File: config.mk
export PLATFORM = sky130hd
export DESIGN_NAME = regfile_write_arbiter
export DESIGN_NICKNAME = d
export VERILOG_FILES = /design/src/rtl/regfile_write_arbiter.sv
export SDC_FILE = /design/constraint.sdc
export NUM_CORES = 1
export LEC_CHECK = 0
export CORE_MARGIN = 3
export CORE_UTILIZATION = 40
export CTS_CLUSTER_SIZE = 28
export DETAILED_ROUTE_END_ITERATION = 10
export MAX_ROUTING_LAYER = met4
export PLACE_DENSITY = 0.79
export SETUP_SLACK_MARGIN = 0.05
export SLEW_MARGIN = 30
export SYNTH_ARGS = -nofsm -noshare
export SYNTH_HDL_FRONTEND = slang
export SYNTH_SLANG_ARGS = --single-unit
File: constraint.sdc
create_clock -name Clock -period 1.6 [get_ports Clock]
set_input_delay 0.24 -clock Clock [delete_from_list [all_inputs] [get_ports Clock]]
set_output_delay 0.24 -clock Clock [all_outputs]
set_load 0.01 [all_outputs]
File: src/rtl/regfile_write_arbiter.sv
// rtl/regfile_write_arbiter.sv - Round-robin write-port arbiter and clear sequencer for the register file
module regfile_write_arbiter #(
    parameter int DATA_WIDTH     = 32,
    parameter int ADDR_WIDTH     = 5,
    parameter bit CLEAR_ON_RESET = 1'b1
) (
    input  logic                  Clock,
    input  logic                  Reset,
    input  logic                  CoreValid,
    input  logic [ADDR_WIDTH-1:0] CoreAddress,
    input  logic [DATA_WIDTH-1:0] CoreData,
    output logic                  CoreReady,
    input  logic                  DbgValid,
    input  logic [ADDR_WIDTH-1:0] DbgAddress,
    input  logic [DATA_WIDTH-1:0] DbgData,
    output logic                  DbgReady,
    input  logic                  ClearRequest,
    output logic                  ClearBusy,
    output logic [ADDR_WIDTH-1:0] WriteRegAddress,
    output logic [DATA_WIDTH-1:0] DataOfWrite,
    output logic                  WriteControl,
    output logic                  LastGrant
);
    typedef enum logic {RUN = 1'b0, CLEAR = 1'b1} state_t;

    localparam state_t                RESET_STATE = CLEAR_ON_RESET ? CLEAR : RUN;
    localparam logic [ADDR_WIDTH-1:0] FIRST_ADDR  = ADDR_WIDTH'(1);
    localparam logic [ADDR_WIDTH-1:0] LAST_ADDR   = '1;

    state_t                state;
    state_t                nextState;
    logic [ADDR_WIDTH-1:0] counter;
    logic                  clearTail;
    logic                  grantCore;
    logic                  grantDbg;

    // Clear has priority over both requesters; ties go to whoever did not win last.
    always_comb begin
        nextState = state;
        grantCore = 1'b0;
        grantDbg  = 1'b0;
        case (state)
            RUN: begin
                if (ClearRequest) begin
                    nextState = CLEAR;
                end else if (CoreValid && DbgValid) begin
                    grantCore = LastGrant;
                    grantDbg  = !LastGrant;
                end else begin
                    grantCore = CoreValid;
                    grantDbg  = DbgValid;
                end
            end
            CLEAR: begin
                if (counter == LAST_ADDR) begin
                    nextState = RUN;
                end
            end
        endcase
    end

    assign CoreReady = grantCore;
    assign DbgReady  = grantDbg;
    // Busy also covers the cycle in which the final clear write is on the port.
    assign ClearBusy = (state == CLEAR) || clearTail;

    always_ff @(posedge Clock or posedge Reset) begin
        if (Reset) begin
            state <= RESET_STATE;
        end else begin
            state <= nextState;
        end
    end

    always_ff @(posedge Clock or posedge Reset) begin
        if (Reset) begin
            counter         <= FIRST_ADDR;
            clearTail       <= 1'b0;
            WriteControl    <= 1'b0;
            WriteRegAddress <= '0;
            DataOfWrite     <= '0;
            LastGrant       <= 1'b1;
        end else begin
            clearTail <= (state == CLEAR);
            if (state == CLEAR) begin
                WriteRegAddress <= counter;
                DataOfWrite     <= '0;
                WriteControl    <= 1'b1;
                counter         <= (counter == LAST_ADDR) ? FIRST_ADDR : counter + FIRST_ADDR;
            end else if (ClearRequest) begin
                WriteControl <= 1'b0;
                counter      <= FIRST_ADDR;
            end else if (grantCore) begin
                // r0 is hardwired to zero, so its writes are accepted but never enabled.
                WriteRegAddress <= CoreAddress;
                DataOfWrite     <= CoreData;
                WriteControl    <= (CoreAddress != '0);
                LastGrant       <= 1'b0;
            end else if (grantDbg) begin
                WriteRegAddress <= DbgAddress;
                DataOfWrite     <= DbgData;
                WriteControl    <= (DbgAddress != '0);
                LastGrant       <= 1'b1;
            end else begin
                WriteControl <= 1'b0;
            end
        end
    end
endmodule

## Word level (Yosys, flattened, before mapping)

Index checks and enable logic that the tools add are counted.

| word-level totals | value |
|---|---|
| flip-flop bits (word level) | 46 |
| input port bits | 79 |
| output and inout bits | 42 |
| logic and storage cells | 48 |

| cells by class | value |
|---|---|
| add/subtract/negate cells | 1 |
| equality and inequality tests | 2 |
| mux-type cells | 26 |
| bitwise logic cells | 2 |
| reductions and logical operators | 10 |

Operators with widths:

| cell | number |
|---|---|
| 32-bit 2-to-1 mux | 4 |
| 5-bit 2-to-1 mux | 7 |
| 1-bit 2-to-1 mux | 14 |
| 5-bit nonzero test | 2 |
| 5-bit by 1-bit adder with 5-bit output, second input constant | 1 |
| 5-bit equality test, second input constant | 1 |
| 2-bit nonzero test | 2 |
| 3-bit AND reduction | 1 |
| 3-bit nonzero test | 1 |
| 2-bit by 1-bit != test with 1-bit output, second input constant | 1 |
| 1-bit inverter | 2 |
| 1-bit case mux with 2 select lines | 1 |
| 2-bit AND reduction | 1 |
| 1-bit logical AND | 1 |
| 1-bit zero test | 1 |
| 1-bit logical OR | 1 |

## Logic depth before layout (Yosys ltp)

| logic depth | value |
|---|---|
| depth in word-level cells | 8 |
| mapped depth | 6 |
| depth with buffers taken out | 5 |

## Least setup slack after synthesis

No wires, ideal clock.

| path | value |
|---|---|
| path type | register -> output |
| start point | reg LastGrant |
| end point | out CoreReady |
| arrival | 1,224 ps |
| required time | 1,360 ps |
| setup slack | 136 ps |
| cell stages (with the launch flop) | 5 |
| path buffers | 2 |
| cells stage by stage | dfstp_2 > o21ai_2 > buf_6 > buf_6 > nor3_1 |

| on the way | value |
|---|---|
| word-level cells in the longest chain between the ends | 3 |

RTL lines:

| element | RTL line | text |
|---|---|---|
| from (decl) | 22 | `output logic LastGrant` |
| from (signal assigned) | 82 | `LastGrant <= 1'b1;` |
| from (signal assigned) | 98 | `LastGrant <= 1'b0;` |
| from (signal assigned) | 103 | `LastGrant <= 1'b1;` |
| 1-bit 2-to-1 mux | 46 | `end else if (CoreValid && DbgValid) begin` |
| 1-bit 2-to-1 mux | 44 | `if (ClearRequest) begin` |
| 1-bit 2-to-1 mux | 42 | `case (state)` |
| to (decl) | 12 | `output logic CoreReady,` |

No other way between the ends.

## Worst setup path after layout

| path | value |
|---|---|
| start point | reg LastGrant |
| end point | out DbgReady |

| on the way | value |
|---|---|
| word-level cells in the longest chain between the ends | 4 |

RTL lines:

| element | RTL line | text |
|---|---|---|
| 1-bit zero test | 48 | `grantDbg = !LastGrant;` |
| 1-bit 2-to-1 mux | 46 |  |
| 1-bit 2-to-1 mux | 44 |  |
| 1-bit 2-to-1 mux | 42 |  |
| to (decl) | 16 | `output logic DbgReady,` |

No other way between the ends.

==> results.sh <==
export IMPL_status="finished clean"
export IMPL_power_frac_clock_pct=22.0
export IMPL_grt_pass1_vias=2275
export IMPL_hold_class="in2async"
export IMPL_fp_dieW_um=83.6
export IMPL_fmax_mhz=664
export IMPL_crit_path_start_kind="flop"
export IMPL_mostFrequentLayoutCells="clkdlybuf4s50_1, dfrtp_1, mux2i_1"
export IMPL_synth_ff_latch_count=46
export IMPL_maxSlewViolCount=0
export IMPL_postSynthCellCount=228
export IMPL_netlist_area_leader_share_pct=44.7
export IMPL_first_pass_iters=4
export IMPL_cts_tree="yes"
export IMPL_worstPathMaxFanout=3
export IMPL_numCtsBuffers=5
export IMPL_areaGrowthSynthToFinish_pct=62.6
export IMPL_wl_um=6430
export IMPL_fp_coreArea_um2=5680
export IMPL_ys_warn_count=0
export IMPL_cp_end_kind="output pin"
export IMPL_reg2reg_depth=6
export IMPL_clockBufferDepth=2
export IMPL_antenna_found_initial=0
export IMPL_rows=27
export IMPL_rsz0062_at_grt="yes"
export IMPL_crit_path_frequent_cell="nand2_1"
export IMPL_r2r_end="WriteRegAddress[1]"
export IMPL_synth_avg_cell_area_um2=10.6
export IMPL_worstMarginPinSlew_ns=0.334
export IMPL_cts_sinks=46
export IMPL_insertion_delay_ns=0.29
export IMPL_pwr_share_seq_pct=39.8
export IMPL_syn_nets=310
export IMPL_swShare_pct=30.2
export IMPL_dr_total_vias=2180
export IMPL_netlist_area_um2=2410
export IMPL_post_route_util_pct=68.9
export IMPL_grt_max_degree=50
export IMPL_gp_congestion=0.817
export IMPL_synth_area_leader_cell="dfrtp_1"
export IMPL_crit_path_max_incr_delay_ns=0.57
export IMPL_critical_path_slowest_cell="dfstp_2"
export IMPL_track_usage_pct=19.1
export IMPL_setup_violations_final=0
export IMPL_postCtsHoldBufs=0
export IMPL_initial_core_util_pct=42.4
export IMPL_path_delay_family="flip-flops"
export IMPL_fin_nets=437
export IMPL_maxCapViolCount=0
export IMPL_internal_power_uw=2660
export IMPL_leakagePower_uw=0.00175
export IMPL_port_buffers=120
export IMPL_grt_pass1_wl_um=10600
export IMPL_ys_seq_area_share_pct=48.0
export IMPL_fin_cells=428
export IMPL_crit_buf_inv=2
export IMPL_layout_commonest_cell="clkdlybuf4s50_1"
export IMPL_critPathCapture="DbgReady"
export IMPL_r2r_start="LastGrant"
export IMPL_min_period_ns=1.51
export IMPL_crit_start="LastGrant"
export IMPL_wl_per_cell_um=15.0
export IMPL_p_sw_uw=1150
export IMPL_p_comb_share_pct=38.3
export IMPL_die_area_um2=6980
export IMPL_r2r_slack_ns=0.12
export IMPL_hold_viol=0
export IMPL_max_slew_margin_pct=77.8
export IMPL_p_total_uw=3810
export IMPL_hpwlAfterDp_um=4790
export IMPL_synth_area_leaders="dfrtp_1, mux2i_1, nand3b_1"
export IMPL_io_pins=121
export IMPL_ys_types=33
export IMPL_dp_cells=418
export IMPL_path_class="reg2out"
export IMPL_fin_skew_ns=0.00452
export IMPL_cp_num_cells=5
export IMPL_power_density_nw_per_um2=974
export IMPL_clk_pin_slew_worst_paths_ns=0.08
export IMPL_grt_remaining_overflow=0
export IMPL_finalCritPeriodShare_pct=94.2
export IMPL_drc=0
export IMPL_crit_arrival_ns=1.27
export IMPL_ir_worst_vdd_mv=0.653
export IMPL_cts_root_buffer="clkbuf_8"
export IMPL_post_route_cells_drive_above_1_share_pct=11.8
export IMPL_drt_antenna_violating_nets=0
export IMPL_initialDrtViolationCount=93
export IMPL_diodes=0
export IMPL_viasPerCell=5.09
export IMPL_nFillCells=468
export IMPL_required_ns=1.36
export IMPL_htree_levels=2
export IMPL_fin_hold_ws_ns=0.304
export IMPL_die_h_um=83.6
export IMPL_path_cells="buf_6 -> nand2_1 -> nand2_1 -> nor3_1 -> buf_2"
## area by class of cell
cell class | instances | area, µm² | share of cell area (%)
Multi-Input combinational cell | 156 | 1140 | 29.0
Tap cell | 72 | 90.1 | 2.30
Clock inverter | 3 | 40.0 | 1.02
Inverter | 7 | 26.3 | 0.672
Timing Repair Buffer | 139 | 1400 | 35.7
Clock buffer | 5 | 68.8 | 1.76
Sequential cell | 46 | 1150 | 29.5
## worst min path at each step
stage / end / depth (start not counted)
global route: DataOfWrite[10] / 3
floorplan: LastGrant / 2
detailed placement: clearTail / 0
finish: DataOfWrite[23] / 3
CTS: DataOfWrite[10] / 3
global placement: clearTail / 0
## what timing repair did
action                                  4_1_cts  5_1_grt
hold endpoints to repair                      0        0
pin swaps                                     0        1
resized for setup                            14        7
buffers inserted                              1        1
endpoints found under the setup margin        8       26
## power by group through the flow
stage	registers, µW	logic (µW)	clock network (µW)
2_1_floorplan	1580	718	0
3_3_place_gp	1530	1370	0
3_5_place_dp	1540	1400	0
4_1_cts	1520	1440	861
5_1_grt	1540	1590	917
6_report	1520	1460	836
## synthesized netlist by cell type (all sizes together)
cell    instances
o221ai          3
clkbuf          8
or3             1
or4             2
and3            1
o32ai           2
mux2i          35
nor3            8
nand3           1
nand3b         32
a21oi           6
dfstp           3
inv             7
a221oi          2
or2             2
dfrtp          43
xnor2           2
buf            11
nor2            6
a21boi          1
nand2b          2
o31ai           1
o21ai          35
ha              3
nand2          10
a31oi           1
## through the flow
step	setup WS, ns	area (µm²)	TNS, ns
4_1_cts	0.0239	3890	0
3_3_place_gp	-0.332	3760	-6.16
3_5_place_dp	-0.294	3760	-7.92
2_1_floorplan	0.136	2410	0
5_1_grt	0.00325	3910	0
6_report	0.0932	3910	0
## worst register-to-register path, stage by stage, from the launching register on
cell,delay (ns)
dfstp_2,0.57
buf_6,0.10
buf_4,0.11
a21boi_0,0.10
a21oi_1,0.16
a21oi_1,0.06
a221oi_1,0.28
## layer usage
layer | GRT usage (%) | vias to the layer above | wire (µm)
met1 | 23.1 | 1020 | 2650
met2 | 31.2 | 85 | 3170
met5 | - | - | 0
met4 | 4.82 | 0 | 80
met3 | 5.82 | 7 | 526
li1 | - | 1068 | -
## kinds of logic after synthesis
group | after synthesis | synth area share, %
simple gates | 65 | 16.9
compound gates | 51 | 12.3
flops | 46 | 48.0
mux | 35 | 14.6
buf+inv | 26 | 5.98
fa+ha+maj | 3 | 1.56
xor+xnor | 2 | 0.728
## sequential cells by signal, indices dropped and copies added, names as in the netlist
signal	count
DataOfWrite	32
WriteControl	1
clearTail	1
state	1
counter	5
WriteRegAddress	5
LastGrant	1
No activity file was read; power rests on OpenSTA's default activity.
